[src/rtl/fft_out_reorder.sv]
// Reorders one 16-point FFT frame from bit-reversed arrival order into natural bin order.
// Frames are buffered whole, then read out one bin per read request with one cycle of latency.
module fft_out_reorder #(
  parameter int unsigned WL = 16,
  parameter int unsigned N  = 16
) (
  input  logic          iCLK,
  input  logic          iRSTn,
  input  logic          iCLR,
  input  logic          iEN,
  input  logic [WL-1:0] iDATA_re,
  input  logic [WL-1:0] iDATA_im,
  input  logic          iRD,
  output logic          oVALID,
  output logic [WL-1:0] oDATA_re,
  output logic [WL-1:0] oDATA_im,
  output logic [3:0]    oIDX,
  output logic          oFULL,
  output logic          oBUSY,
  output logic          oOVF
);

  typedef enum logic [1:0] {StIdle, StFill, StDrain} state_e;

  state_e          state_q;
  logic [3:0]      wr_cnt_q;
  logic [3:0]      rd_cnt_q;
  logic [2*WL-1:0] mem_q [N];
  logic            wr_accept;

  function automatic logic [3:0] bitrev4(input logic [3:0] a);
    return {a[0], a[1], a[2], a[3]};
  endfunction

  // Writes only land while a frame is being collected; DRAIN drops them.
  assign wr_accept = iRSTn && !iCLR && iEN && (state_q != StDrain);

  // Buffer contents survive reset and clear; only the counters define frame validity.
  always_ff @(posedge iCLK) begin
    if (wr_accept) begin
      mem_q[bitrev4(wr_cnt_q)] <= {iDATA_re, iDATA_im};
    end
  end

  always_ff @(posedge iCLK) begin
    if (!iRSTn) begin
      state_q  <= StIdle;
      wr_cnt_q <= 4'd0;
      rd_cnt_q <= 4'd0;
      oVALID   <= 1'b0;
      oDATA_re <= '0;
      oDATA_im <= '0;
      oIDX     <= 4'd0;
      oOVF     <= 1'b0;
    end else if (iCLR) begin
      state_q  <= StIdle;
      wr_cnt_q <= 4'd0;
      rd_cnt_q <= 4'd0;
      oVALID   <= 1'b0;
      oOVF     <= 1'b0;
    end else begin
      oVALID <= 1'b0;
      unique case (state_q)
        StIdle: begin
          if (iEN) begin
            wr_cnt_q <= 4'd1;
            state_q  <= StFill;
          end
        end
        StFill: begin
          if (iEN) begin
            // Wraps to 0 after sample 15, ready for the next frame.
            wr_cnt_q <= wr_cnt_q + 4'd1;
            if (wr_cnt_q == 4'd15) begin
              state_q <= StDrain;
            end
          end
        end
        StDrain: begin
          if (iEN) begin
            oOVF <= 1'b1;
          end
          if (iRD) begin
            oVALID               <= 1'b1;
            {oDATA_re, oDATA_im} <= mem_q[rd_cnt_q];
            oIDX                 <= rd_cnt_q;
            rd_cnt_q             <= rd_cnt_q + 4'd1;
            if (rd_cnt_q == 4'd15) begin
              state_q <= StIdle;
            end
          end
        end
        default: state_q <= StIdle;
      endcase
    end
  end

  assign oFULL = (state_q == StDrain);
  assign oBUSY = (state_q == StFill);

endmodule
[config.mk]
export PLATFORM = sky130hd
export DESIGN_NAME = fft_out_reorder
export DESIGN_NICKNAME = d
export VERILOG_FILES = /design/src/rtl/fft_out_reorder.sv
export SDC_FILE = /design/constraint.sdc
export NUM_CORES = 1
export LEC_CHECK = 0
export BUFFER_PORTS_ARGS = -buffer_cell sky130_fd_sc_hd__buf_2
export CAP_MARGIN = 15
export CORE_AREA = 3 3 143 284
export DETAILED_ROUTE_END_ITERATION = 10
export DIE_AREA = 0 0 146 287
export PLACE_DENSITY = 0.74
export SYNTH_ARGS = -nofsm -noshare
export SYNTH_HDL_FRONTEND = slang
export SYNTH_SLANG_ARGS = --single-unit
[constraint.sdc]
create_clock -name iCLK -period 3.5 [get_ports iCLK]
set_clock_uncertainty 0.1 [all_clocks]
set_input_delay 0.35 -clock iCLK [delete_from_list [all_inputs] [get_ports iCLK]]
set_output_delay 0.35 -clock iCLK [all_outputs]
set_load 0.05 [all_outputs]
After elaboration in Yosys (flattened, before gate mapping). Memory sizes are Yosys's and may differ from the RTL's. A register that Yosys moved wholly into a read port is not among the register bits. Index checks and enable logic that the tools add are counted.

Register bits after elaboration: 16. Latch bits: 0. Bits in writable memories: 512. ROM bits: 0. Bits of input ports: 37. Output and inout port bits: 40. Word-level logic and storage cells: 48. Memories: 1.

Add/sub/neg operators: 2. $mul: 0. Div/mod/pow operators: 0. Order comparisons: 0. Equality and inequality tests: 10. Shift operators: 0. Muxes and demuxes: 12. Bitwise logic cells: 3. Reduce and logical (&&, ||, !) cells: 14.

Memory list: mem_q (depth 16, width 32, rd ports 1, clocked after Yosys merged registers in 1, wr ports 1, RTL line 28) `logic [2*WL-1:0] mem_q [N];`.

Operators with widths (number): 2-to-1 mux 2 bit (5); adder 4 x 1 -> 4 bit, second input constant (2); equality test 4 bit, second input constant (2); 2-to-1 mux 4 bit (2); != test 2 bit, second input constant (4); one-hot mux 4 bit (2 select lines) (1); one-hot mux 2 bit (3 select lines) (1); AND reduction 3 bit (2); AND reduction 5 bit (1); != test 2 x 1 -> 1 bit, second input constant (2); AND reduction 2 bit (2); logical AND 1 bit (3); 2-to-1 mux 1 bit (3); NOT 1 bit (3); OR reduction 3 bit (1); equality test 2 x 1 -> 1 bit, second input constant (1); equality test 2 bit, second input constant (1); logical NOT 1 bit (2); logical NOT 2 bit (1); nonzero test 2 bit (1); OR reduction 2 bit (1).

Longest topological paths before layout.
Depth in word-level cells: 6. Gate-level depth with buffers: 8. Gate-level depth less buffers: 6.

Least setup slack after synthesis. Ideal clock, no wire load.

Path kind: register to register. Start: reg state_q[0]. End: mem mem_q[12][0] (netlist name), enable pin. Setup time: 0.461 ns. Arrival time: 3.347 ns. Required time: 2.939 ns. Slack: -0.408 ns. Stages on the path, launching flop included: 7. Path buffers: 2. Period minus slack after synthesis: 3.908 ns. Cell sequence: dfxtp_1 > buf_2 > nor2b_1 > buf_2 > nor3b_2 > nand2_1 > nor3_1.

Word-level cells in the longest chain between the ends: 4.

Ends and longest elaborated chain: start, declared (RTL line 25) `state_e state_q;`; start signal, assigned (RTL line 47) `state_q <= StIdle;`; start signal, assigned (RTL line 56) `state_q <= StIdle;`; start signal, assigned (RTL line 67) `state_q <= StFill;`; != test 2 bit (RTL line 36) `assign wr_accept = iRSTn && !iCLR && iEN && (state_q != StDrain);`; logical AND 1 bit (RTL line 36); 2-to-1 mux 1 bit (RTL line 40) `if (wr_accept) begin`; 2-to-1 mux 1 bit (implied by the code) (RTL line 41) `mem_q[bitrev4(wr_cnt_q)] <= {iDATA_re, iDATA_im};`; end, declared (RTL line 28).

Every way passes these cells.

==> results.json <==
{
  "cts_tree": "done",
  "synth_cells": 1043,
  "hpwl_um": 28090,
  "cts_setup_buffers": 0,
  "dieArea_um2": 41900,
  "die_h_um": 287,
  "yosysWarnings": 0,
  "wl_um": 47290,
  "hold_depth": 1,
  "root_buffer": "clkbuf_16",
  "yosys_register_bits": 560,
  "status": "complete, no violations",
  "antenna_left": 0,
  "setup_tns_ns": 0,
  "cts_made_buffers": 45,
  "antenna_found_initial": 2,
  "first_iter_violations": 1070,
  "synth_fp_nets": 1085,
  "io_buffers": 76,
  "r2r_cells": 4,
  "num_rows": 102,
  "place_area_um2": 22450,
  "stdcell_area_um2": 23930,
  "maxCapViolCount": 0,
  "h-tree-depth": 2,
  "slew_headroom": 0.3821,
  "yosysSeqAreaShare": 0.7710,
  "reg2reg_from": "rd_cnt_q[2]",
  "min-delay-start": "iDATA_re[11]",
  "period_share": 0.7617,
  "vias_per_cell": 6.152,
  "min_path_type": "input pin to flip-flop",
  "clockBufferDepth": 3,
  "report.final.slew_viol_count": 0,
  "clk_latency_ns": 0.55,
  "drc": 0,
  "area_delta_synth_final_pct": 12.94,
  "startpoint_type": "flip-flop",
  "start_util": 0.5479,
  "fin_crit_ns": 2.666,
  "final_hold_viol_count": 0,
  "setup_viol": 0,
  "gp_congestion": 0.7724,
  "hold_end": "mem_q[0][27]",
  "r2r-end": "oDATA_im[10]",
  "synth_ff_type": "edfxtp_1",
  "yosysUniqueCellTypes": 47,
  "grt_pass1_wl_um": 70490,
  "core_area_um2": 38670,
  "end_kind": "flip-flop",
  "arrival_ns": 3.02,
  "reg2reg_slack_ns": 0.83,
  "overflow": 0,
  "required_ns": 3.86,
  "wl_per_cell_um": 27.77,
  "firstDrtPassIters": 5,
  "via_count": 10480,
  "cp_max_fo": 19,
  "synth.cell_area_um2": 21190,
  "nets": 1188,
  "synth_area_per_cell_um2": 20.31,
  "p_leak_nw": 7.431,
  "peakVddDrop_uv": 429.4,
  "hold_buffers": 2,
  "num_io_pins": 77,
  "critical_path_class": "flip-flop to flip-flop",
  "drive_above_1_share": 0.2743,
  "numClockSinks": 560,
  "ctsResizeCount": 0,
  "power.density_nw_per_um2": 523.9,
  "cts.clk_slew.worst_paths_ns": 0.07,
  "async_reset_ff_frac": 0,
  "grt_max_degree": 54,
  "grt_pass1_vias": 11180,
  "synth_edf_count": 512,
  "rsz0062_at_grt": "no",
  "max_freq_ghz": 0.3751,
  "worst_pin_slew_ns": 0.9249,
  "die_width_um": 146,
  "grt_usage": 0.2287
}
-- final cells by class --
class,instances,area (um^2)
tap,520,650.6
sequential,560,16340
antenna,2,5.005
inverter,5,18.77
fill,2618,14740
timing repair buffer,118,850.8
clock inverter,29,297.8
multi-input combinational,416,4607
clock buffer,53,1156
-- power breakdown --
part	switching [mW]	total, mW	leakage (nW)	internal [mW]
clock network	2.25	5.07	0.707	2.82
registers	0.00551	7.30	4.99	7.30
logic	0.126	0.167	1.73	0.0406
total	2.38	12.5	7.43	10.2
-- Yosys cell counts, types with 2 or more instances --
| master | n | area [um^2] |
|---|---|---|
| a211oi_1 | 30 | 225.2 |
| a21boi_0 | 4 | 30.03 |
| a21oi_1 | 39 | 195.2 |
| a22oi_1 | 11 | 82.58 |
| a22oi_2 | 20 | 250.2 |
| buf_1 | 2 | 7.510 |
| buf_2 | 24 | 120.1 |
| buf_4 | 9 | 67.56 |
| buf_6 | 8 | 90.09 |
| clkbuf_1 | 17 | 63.81 |
| dfxtp_1 | 48 | 960.9 |
| edfxtp_1 | 512 | 15370 |
| ha_1 | 5 | 62.56 |
| inv_1 | 4 | 15.01 |
| mux2i_1 | 63 | 630.6 |
| mux4_2 | 96 | 2162 |
| nand2_1 | 19 | 71.32 |
| nand2b_1 | 4 | 25.02 |
| nand3_1 | 5 | 25.02 |
| nand3b_1 | 2 | 15.01 |
| nor2_1 | 26 | 97.59 |
| nor2b_1 | 4 | 25.02 |
| nor3_1 | 6 | 30.03 |
| o21ai_0 | 19 | 95.09 |
| o21ai_1 | 14 | 70.07 |
| o22ai_1 | 31 | 193.9 |
-- cell usage in the layout, fill, tap and decap left out, types with 2 or more instances in the layout --
cell and n:
mux2i_1 63, nor2_1 12, buf_2 76, clkbuf_1 8
buf_4 28, inv_1 4, o21ai_1 14, clkbuf_16 45
mux4_2 96, bufinv_16 6, o22ai_1 31, nand2_1 19
dfxtp_4 2, nor3_4 4, clkinvlp_4 2, nand3_1 5
edfxtp_1 512, nand2b_1 4, clkinv_2 7, dlygate4sd3_1 2
diode_2 2, nor2b_1 3, a21oi_1 39, a22oi_1 11
clkinv_1 11, a22oi_2 20, dfxtp_1 46, nor3_1 2
inv_6 2, nand3b_1 2, ha_1 5, nor2_4 14
a211oi_1 30, a21boi_0 4, o21ai_0 19, buf_12 12
-- flip-flops by register name, summed over array words and instances, names as in the netlist --
register and flops:
mem_q 512, oDATA_im 16, oDATA_re 16, oIDX 4
rd_cnt_q 4, wr_cnt_q 4, state_q 2, oOVF 1
oVALID 1
-- stage by stage --
step           setup slack (ns)  instances    util  hold slack [ns]  total power [mW]
6_report                 0.8341       1703  0.6188          0.07211             12.54
5_1_grt                  0.7608       1702  0.6187          0.06777             12.85
4_1_cts                  0.8735       1701  0.6187          0.04644             12.61
3_5_place_dp             0.7550       1617  0.5806           0.3602             7.618
3_3_place_gp             0.8149       1617  0.5806           0.3480             7.610
2_1_floorplan            0.4480       1043       -           0.3489             7.499
-- critical path, cell delays in order (launching register included) --
cell	delay [ns]
dfxtp_1	0.88
nor2b_4	0.90
buf_4	0.35
a22oi_2	0.10
a21oi_1	0.21
-- cells by family after synthesis --
logic type,share of synthesized area
compound gates,0.05616
xor+xnor,0.0008269
fa+ha+maj,0.002953
buf+inv,0.01901
flops,0.7710
mux,0.1323
simple gates,0.01772
-- worst max-delay path by stage --
stage	start	endpoint	slack (ns)	cells past startpoint
floorplan	state_q[0]	mem_q[10][0]	0.45	6
global placement	iCLR	mem_q[8][18]	0.81	6
detailed placement	iCLR	mem_q[8][18]	0.76	6
CTS	rd_cnt_q[2]	oDATA_im[10]	0.87	4
global route	state_q[0]	mem_q[12][12]	0.76	5
finish	rd_cnt_q[2]	oDATA_im[10]	0.83	4
-- metal layers --
metal  GRT usage  share of wire  up-vias
li1            -              -     4513
met1      0.2562           0.34     5446
met2      0.4260           0.56      393
met3     0.02824          0.047      125
met4      0.1175          0.056        0
met5           0              0        -
Note: power is estimated with default switching activity, not from simulation.
